File: config.mk
export PLATFORM = sky130hd
export DESIGN_NAME = spike_count_classifier
export DESIGN_NICKNAME = d
export VERILOG_FILES = /design/src/rtl/spike_count_classifier.sv
export SDC_FILE = /design/constraint.sdc
export NUM_CORES = 1
export LEC_CHECK = 0
export BUFFER_PORTS_ARGS = -buffer_cell sky130_fd_sc_hd__buf_2
export CORE_MARGIN = 1.5
export CORE_UTILIZATION = 30
export DETAILED_ROUTE_END_ITERATION = 10
export PLACE_DENSITY = 0.45
export SLEW_MARGIN = 20
export SYNTH_ARGS = -nofsm -noshare
export SYNTH_HDL_FRONTEND = slang
export SYNTH_SLANG_ARGS = --single-unit
File: constraint.sdc
create_clock -name clk -period 2.61 [get_ports clk]
set_input_delay 0.522 -clock clk [delete_from_list [all_inputs] [get_ports clk]]
set_output_delay 0.522 -clock clk [all_outputs]
set_load 0.005 [all_outputs]
File: src/rtl/spike_count_classifier.sv
// spike_count_classifier: counts per-neuron spikes over a fixed window, then scans for the winning class.
module spike_count_classifier #(
  parameter int NUM_NEURONS = 4,
  parameter int COUNT_WIDTH = 8,
  parameter int WINDOW_CYCLES = 100,
  localparam int IW = (NUM_NEURONS > 1) ? $clog2(NUM_NEURONS) : 1
) (
  input  logic                   clk,
  input  logic                   rst,
  input  logic                   start,
  input  logic [NUM_NEURONS-1:0] spike_in,
  output logic                   busy,
  output logic                   result_valid,
  input  logic                   result_ready,
  output logic [IW-1:0]          class_out,
  output logic [COUNT_WIDTH-1:0] max_count,
  output logic                   no_spike
);
  localparam int TW = $clog2(WINDOW_CYCLES + 1);
  typedef enum logic [1:0] {IDLE, COUNT, SCAN, DONE} state_t;
  state_t state_q, state_d;
  logic [TW-1:0] timer_q, timer_d;
  logic [IW-1:0] idx_q, idx_d, run_cls_q, run_cls_d, cls_q, cls_d, new_cls;
  logic [COUNT_WIDTH-1:0] cnt_q [NUM_NEURONS];
  logic [COUNT_WIDTH-1:0] cnt_d [NUM_NEURONS];
  logic [COUNT_WIDTH-1:0] run_max_q, run_max_d, max_q, max_d, new_max;
  logic no_spike_q, no_spike_d, last_idx, last_sample;
  assign last_idx    = idx_q == IW'(NUM_NEURONS - 1);
  assign last_sample = timer_q == TW'(1);
  // strict compare keeps the lowest index on ties
  assign new_max = (cnt_q[idx_q] > run_max_q) ? cnt_q[idx_q] : run_max_q;
  assign new_cls = (cnt_q[idx_q] > run_max_q) ? idx_q : run_cls_q;
  always_ff @(posedge clk or negedge rst) begin
    if (!rst) begin
      state_q    <= IDLE;
      timer_q    <= '0;
      idx_q      <= '0;
      run_cls_q  <= '0;
      run_max_q  <= '0;
      cls_q      <= '0;
      max_q      <= '0;
      no_spike_q <= 1'b0;
      cnt_q      <= '{default: '0};
    end else begin
      state_q    <= state_d;
      timer_q    <= timer_d;
      idx_q      <= idx_d;
      run_cls_q  <= run_cls_d;
      run_max_q  <= run_max_d;
      cls_q      <= cls_d;
      max_q      <= max_d;
      no_spike_q <= no_spike_d;
      cnt_q      <= cnt_d;
    end
  end
  always_comb begin
    state_d = state_q;
    case (state_q)
      IDLE:    state_d = start ? COUNT : IDLE;
      COUNT:   state_d = last_sample ? SCAN : COUNT;
      SCAN:    state_d = last_idx ? DONE : SCAN;
      DONE:    state_d = result_ready ? IDLE : DONE;
      default: state_d = IDLE;
    endcase
  end
  always_comb begin
    timer_d    = timer_q;
    idx_d      = idx_q;
    run_cls_d  = run_cls_q;
    run_max_d  = run_max_q;
    cls_d      = cls_q;
    max_d      = max_q;
    no_spike_d = no_spike_q;
    cnt_d      = cnt_q;
    if (state_q == IDLE && start) begin
      timer_d = TW'(WINDOW_CYCLES);
      for (int i = 0; i < NUM_NEURONS; i++) cnt_d[i] = '0;
    end
    if (state_q == COUNT) begin
      timer_d = timer_q - TW'(1);
      for (int i = 0; i < NUM_NEURONS; i++)
        cnt_d[i] = cnt_q[i] + COUNT_WIDTH'(spike_in[i] && !(&cnt_q[i]));
      idx_d     = last_sample ? '0 : idx_q;
      run_max_d = last_sample ? '0 : run_max_q;
      run_cls_d = last_sample ? '0 : run_cls_q;
    end
    if (state_q == SCAN) begin
      idx_d      = idx_q + IW'(1);
      run_max_d  = new_max;
      run_cls_d  = new_cls;
      cls_d      = last_idx ? new_cls : cls_q;
      max_d      = last_idx ? new_max : max_q;
      no_spike_d = last_idx ? (new_max == '0) : no_spike_q;
    end
  end
  always_comb begin
    busy         = state_q != IDLE;
    result_valid = state_q == DONE;
    class_out    = cls_q;
    max_count    = max_q;
    no_spike     = no_spike_q;
  end
endmodule

==> results.json <==
{
  "status": "finished with violations",
  "violations": "negative setup slack",
  "syn_area_um2": 3530,
  "crit_type": "flip-flop to flip-flop",
  "ys_warn_count": 0,
  "synth-seq-cells": 64,
  "initial_core_util_pct": 30.9,
  "cts.sinks": 64,
  "p_leak_nw": 1.96,
  "final_cells": 549,
  "port_buffers": 20,
  "grt_pass1_wl_um": 15100,
  "fmax_ghz": 0.379,
  "multi_input_area_um2": 1920,
  "end_kind": "flip-flop",
  "dr.pass1.iters": 4,
  "grt_pass1_vias": 2833,
  "grt_max_degree": 38,
  "register_area_um2": 1600,
  "path_buf_inv": 1,
  "hpwl_um": 6510,
  "die_y_um": 111,
  "ir_worst_vdd_mv": 0.504,
  "nets": 433,
  "setup_viol": 5,
  "fin_crit_sh_pct": 101,
  "syn2layout_area_growth_pct": 28.5,
  "critical-path-top-delay-family": "compound AO/OA/AOI/OAI gates",
  "route.detailed.drc": 0,
  "antenna_found_initial": 0,
  "path_clk_slew_ns": 0.05,
  "ys_types": 41,
  "power_density_nw_per_um2": 1100,
  "synth_edf_count": 0,
  "core_area_um2": 11400,
  "worstPathArrival_ns": 2.86,
  "holdCritPathClass": "primary input to async pin",
  "max-slew-margin-rel_pct": 54.9,
  "numCtsBuffers": 9,
  "crit_path_max_incr_delay_ns": 0.56,
  "cts_buffer_depth": 2,
  "dp_cells": 526,
  "num_antenna_cells": 0,
  "avgRoutedWirePerCell_um": 16.7,
  "crit_chain": "buf_12, mux4_2, ha_4, nor2b_4, o211ai_1, a211o_4, a31o_4, a32o_1",
  "cp_max_fo": 8,
  "fin_ws_ns": -0.0286,
  "cp-start-kind": "flip-flop",
  "min_period_ns": 2.64,
  "grt_use_total_pct": 15.4,
  "die_x_um": 111,
  "h-tree-depth": 3,
  "gp_congestion": 0.786,
  "drive_gt1_share_pct": 26.6,
  "clock-root-buffer": "clkbuf_16",
  "drtIter0Drc": 152,
  "rows": 39,
  "nFillCells": 1139,
  "setup_tns_ns": -0.0893,
  "power.total_mw": 4.98,
  "syn_nets": 376,
  "viasPerCell": 5.30,
  "reg2reg_slack_ns": -0.03,
  "slew_viol_final": 0,
  "post_synth.cell_area_avg_um2": 10.2,
  "fin_skew_ns": 0.00534,
  "vias": 2907,
  "grt.overflow.total": 0,
  "synth.yosys.seq_area_share_pct": 45.4,
  "cap_violations": 0,
  "io_pins": 21,
  "synth_flop_cell": "dfrtp_1",
  "dieArea_um2": 12400,
  "synthArstFlopShare_pct": 100,
  "synthCells": 344,
  "rsz0062_at_grt": "true",
  "synth_area_leaders": "dfrtp_1 45%, ha_1 8.5%, mux4_1 3.7%",
  "drt.antenna.violating_nets": 0,
  "worst_slew_pin_slew_ns": 0.676,
  "hold_viol": 0,
  "post-synth-top-area-cell": "dfrtp_1",
  "cts_tree": "yes",
  "worstSkewPairLatency_ns": 0.34,
  "synth_top_area_share_pct": 45.4,
  "required_ns": 2.83,
  "slowest_stage": "mux4_2",
  "wl_um": 9190
}
worst paths after layout:
path | from | to | depth (start not counted)
setup / recovery | idx_q[0] | run_max_q[1] | 8
hold / removal | rst | class_out[0] | 1
setup reg to reg | idx_q[0] | run_max_q[1] | 8
hold reg to reg | timer_q[5] | timer_q[5] | 1
max in group asynchronous | rst | idx_q[1] | 2
min in group clk | start | state_q[0] | 3
layout make-up:
| type | count | share of cell area (%) |
|---|---|---|
| clock inverter | 3 | 0.884 |
| multi-input combinational | 248 | 42.3 |
| sequential | 64 | 35.4 |
| inverter | 15 | 1.24 |
| timing repair buffer | 63 | 10.5 |
| clock buffer | 13 | 5.74 |
| tap | 143 | 3.95 |
synth_stat cells, types with 2 or more instances:
library cell / n
dfrtp_1: 64
nand2_1: 31
nand3_1: 26
ha_1: 24
o21ai_0: 23
nand4_1: 21
nor2_1: 17
inv_1: 15
o211ai_1: 15
clkbuf_1: 13
o31ai_1: 12
a31oi_1: 10
a22o_1: 8
a21oi_1: 6
a32o_1: 5
mux4_1: 5
o21a_1: 5
xor2_1: 5
mux4_2: 3
nor2b_1: 3
nor3_1: 3
nor4_1: 3
a211o_1: 2
and2_1: 2
buf_2: 2
nand3b_1: 2
nor4_2: 2
o21ai_1: 2
o221ai_1: 2
o311ai_0: 2
per-stage QoR:
stage	hold slack [ns]	worst slack [ns]	area (um2)	util [%]
2_1_floorplan	0.226	0.0313	3530	-
3_3_place_gp	0.472	0.0251	4040	35.4
3_5_place_dp	0.482	-0.106	4040	35.4
4_1_cts	0.245	0.00103	4360	38.2
5_1_grt	0.276	-0.132	4530	39.7
6_report	0.218	-0.0286	4530	39.7
cells in the final DEF, fill, tap and decap left out, drive strengths merged, types with 2 or more instances in the layout:
| master | synthesis | layout |
|---|---|---|
| dfrtp | 64 | 64 |
| buf | 4 | 63 |
| nand2 | 31 | 31 |
| nand3 | 26 | 26 |
| o21ai | 25 | 25 |
| ha | 24 | 24 |
| nand4 | 21 | 21 |
| nor2 | 17 | 17 |
| inv | 15 | 15 |
| o211ai | 15 | 15 |
| clkbuf | 13 | 13 |
| o31ai | 12 | 12 |
| a31oi | 10 | 10 |
| mux4 | 8 | 8 |
| a22o | 8 | 8 |
| a21oi | 6 | 6 |
| o21a | 5 | 5 |
| xor2 | 5 | 5 |
| a32o | 5 | 5 |
| nor4 | 5 | 5 |
| nor2b | 3 | 3 |
| nor3 | 3 | 3 |
| and2 | 2 | 2 |
| nand3b | 2 | 2 |
| clkinv | 0 | 2 |
| a211o | 2 | 2 |
| o311ai | 2 | 2 |
| o221ai | 2 | 2 |
what timing repair did:
| item | CTS | global route |
|---|---|---|
| pin swaps | 3 | 20 |
| setup endpoints to repair | 15 | 21 |
| resized for setup | 12 | 35 |
| gates cloned | 1 | 1 |
| buffers inserted | 1 | 4 |
| hold buffers | 0 | 0 |
flip-flops by register name, summed over array words and instances, names as in the netlist:
signal / count
idx_q: 2
state_q: 2
class_out: 2
timer_q: 7
run_cls_q: 2
no_spike: 1
max_count: 8
run_max_q: 8
cnt_q: 32
where the power goes:
group	leakage (nW)	switching, mW	total, mW	internal, mW
combinational	0.975	1.20	2.23	1.03
sequential	0.838	0.259	1.53	1.27
clock	0.150	0.434	1.22	0.788
per-layer routing:
| layer | global-route usage, % | share of wire (%) | up-vias |
|---|---|---|---|
| met3 | 3.38 | 3.2 | 9 |
| met2 | 24.3 | 47 | 42 |
| met5 | 0 | 0 | - |
| li1 | - | - | 1443 |
| met4 | 5.32 | 1.1 | 0 |
| met1 | 21.0 | 49 | 1413 |
cell families after synthesis:
logic type	share of synthesized area, %
xor gates and xnor gates	1.24
adders and majority gates	8.52
muxes	5.64
DFF	45.4
buffers and inverters	3.69
AOI/OAI and AO/OA	19.3
and+or+nand+nor	16.1
Note: power is estimated with default switching activity, not from simulation.
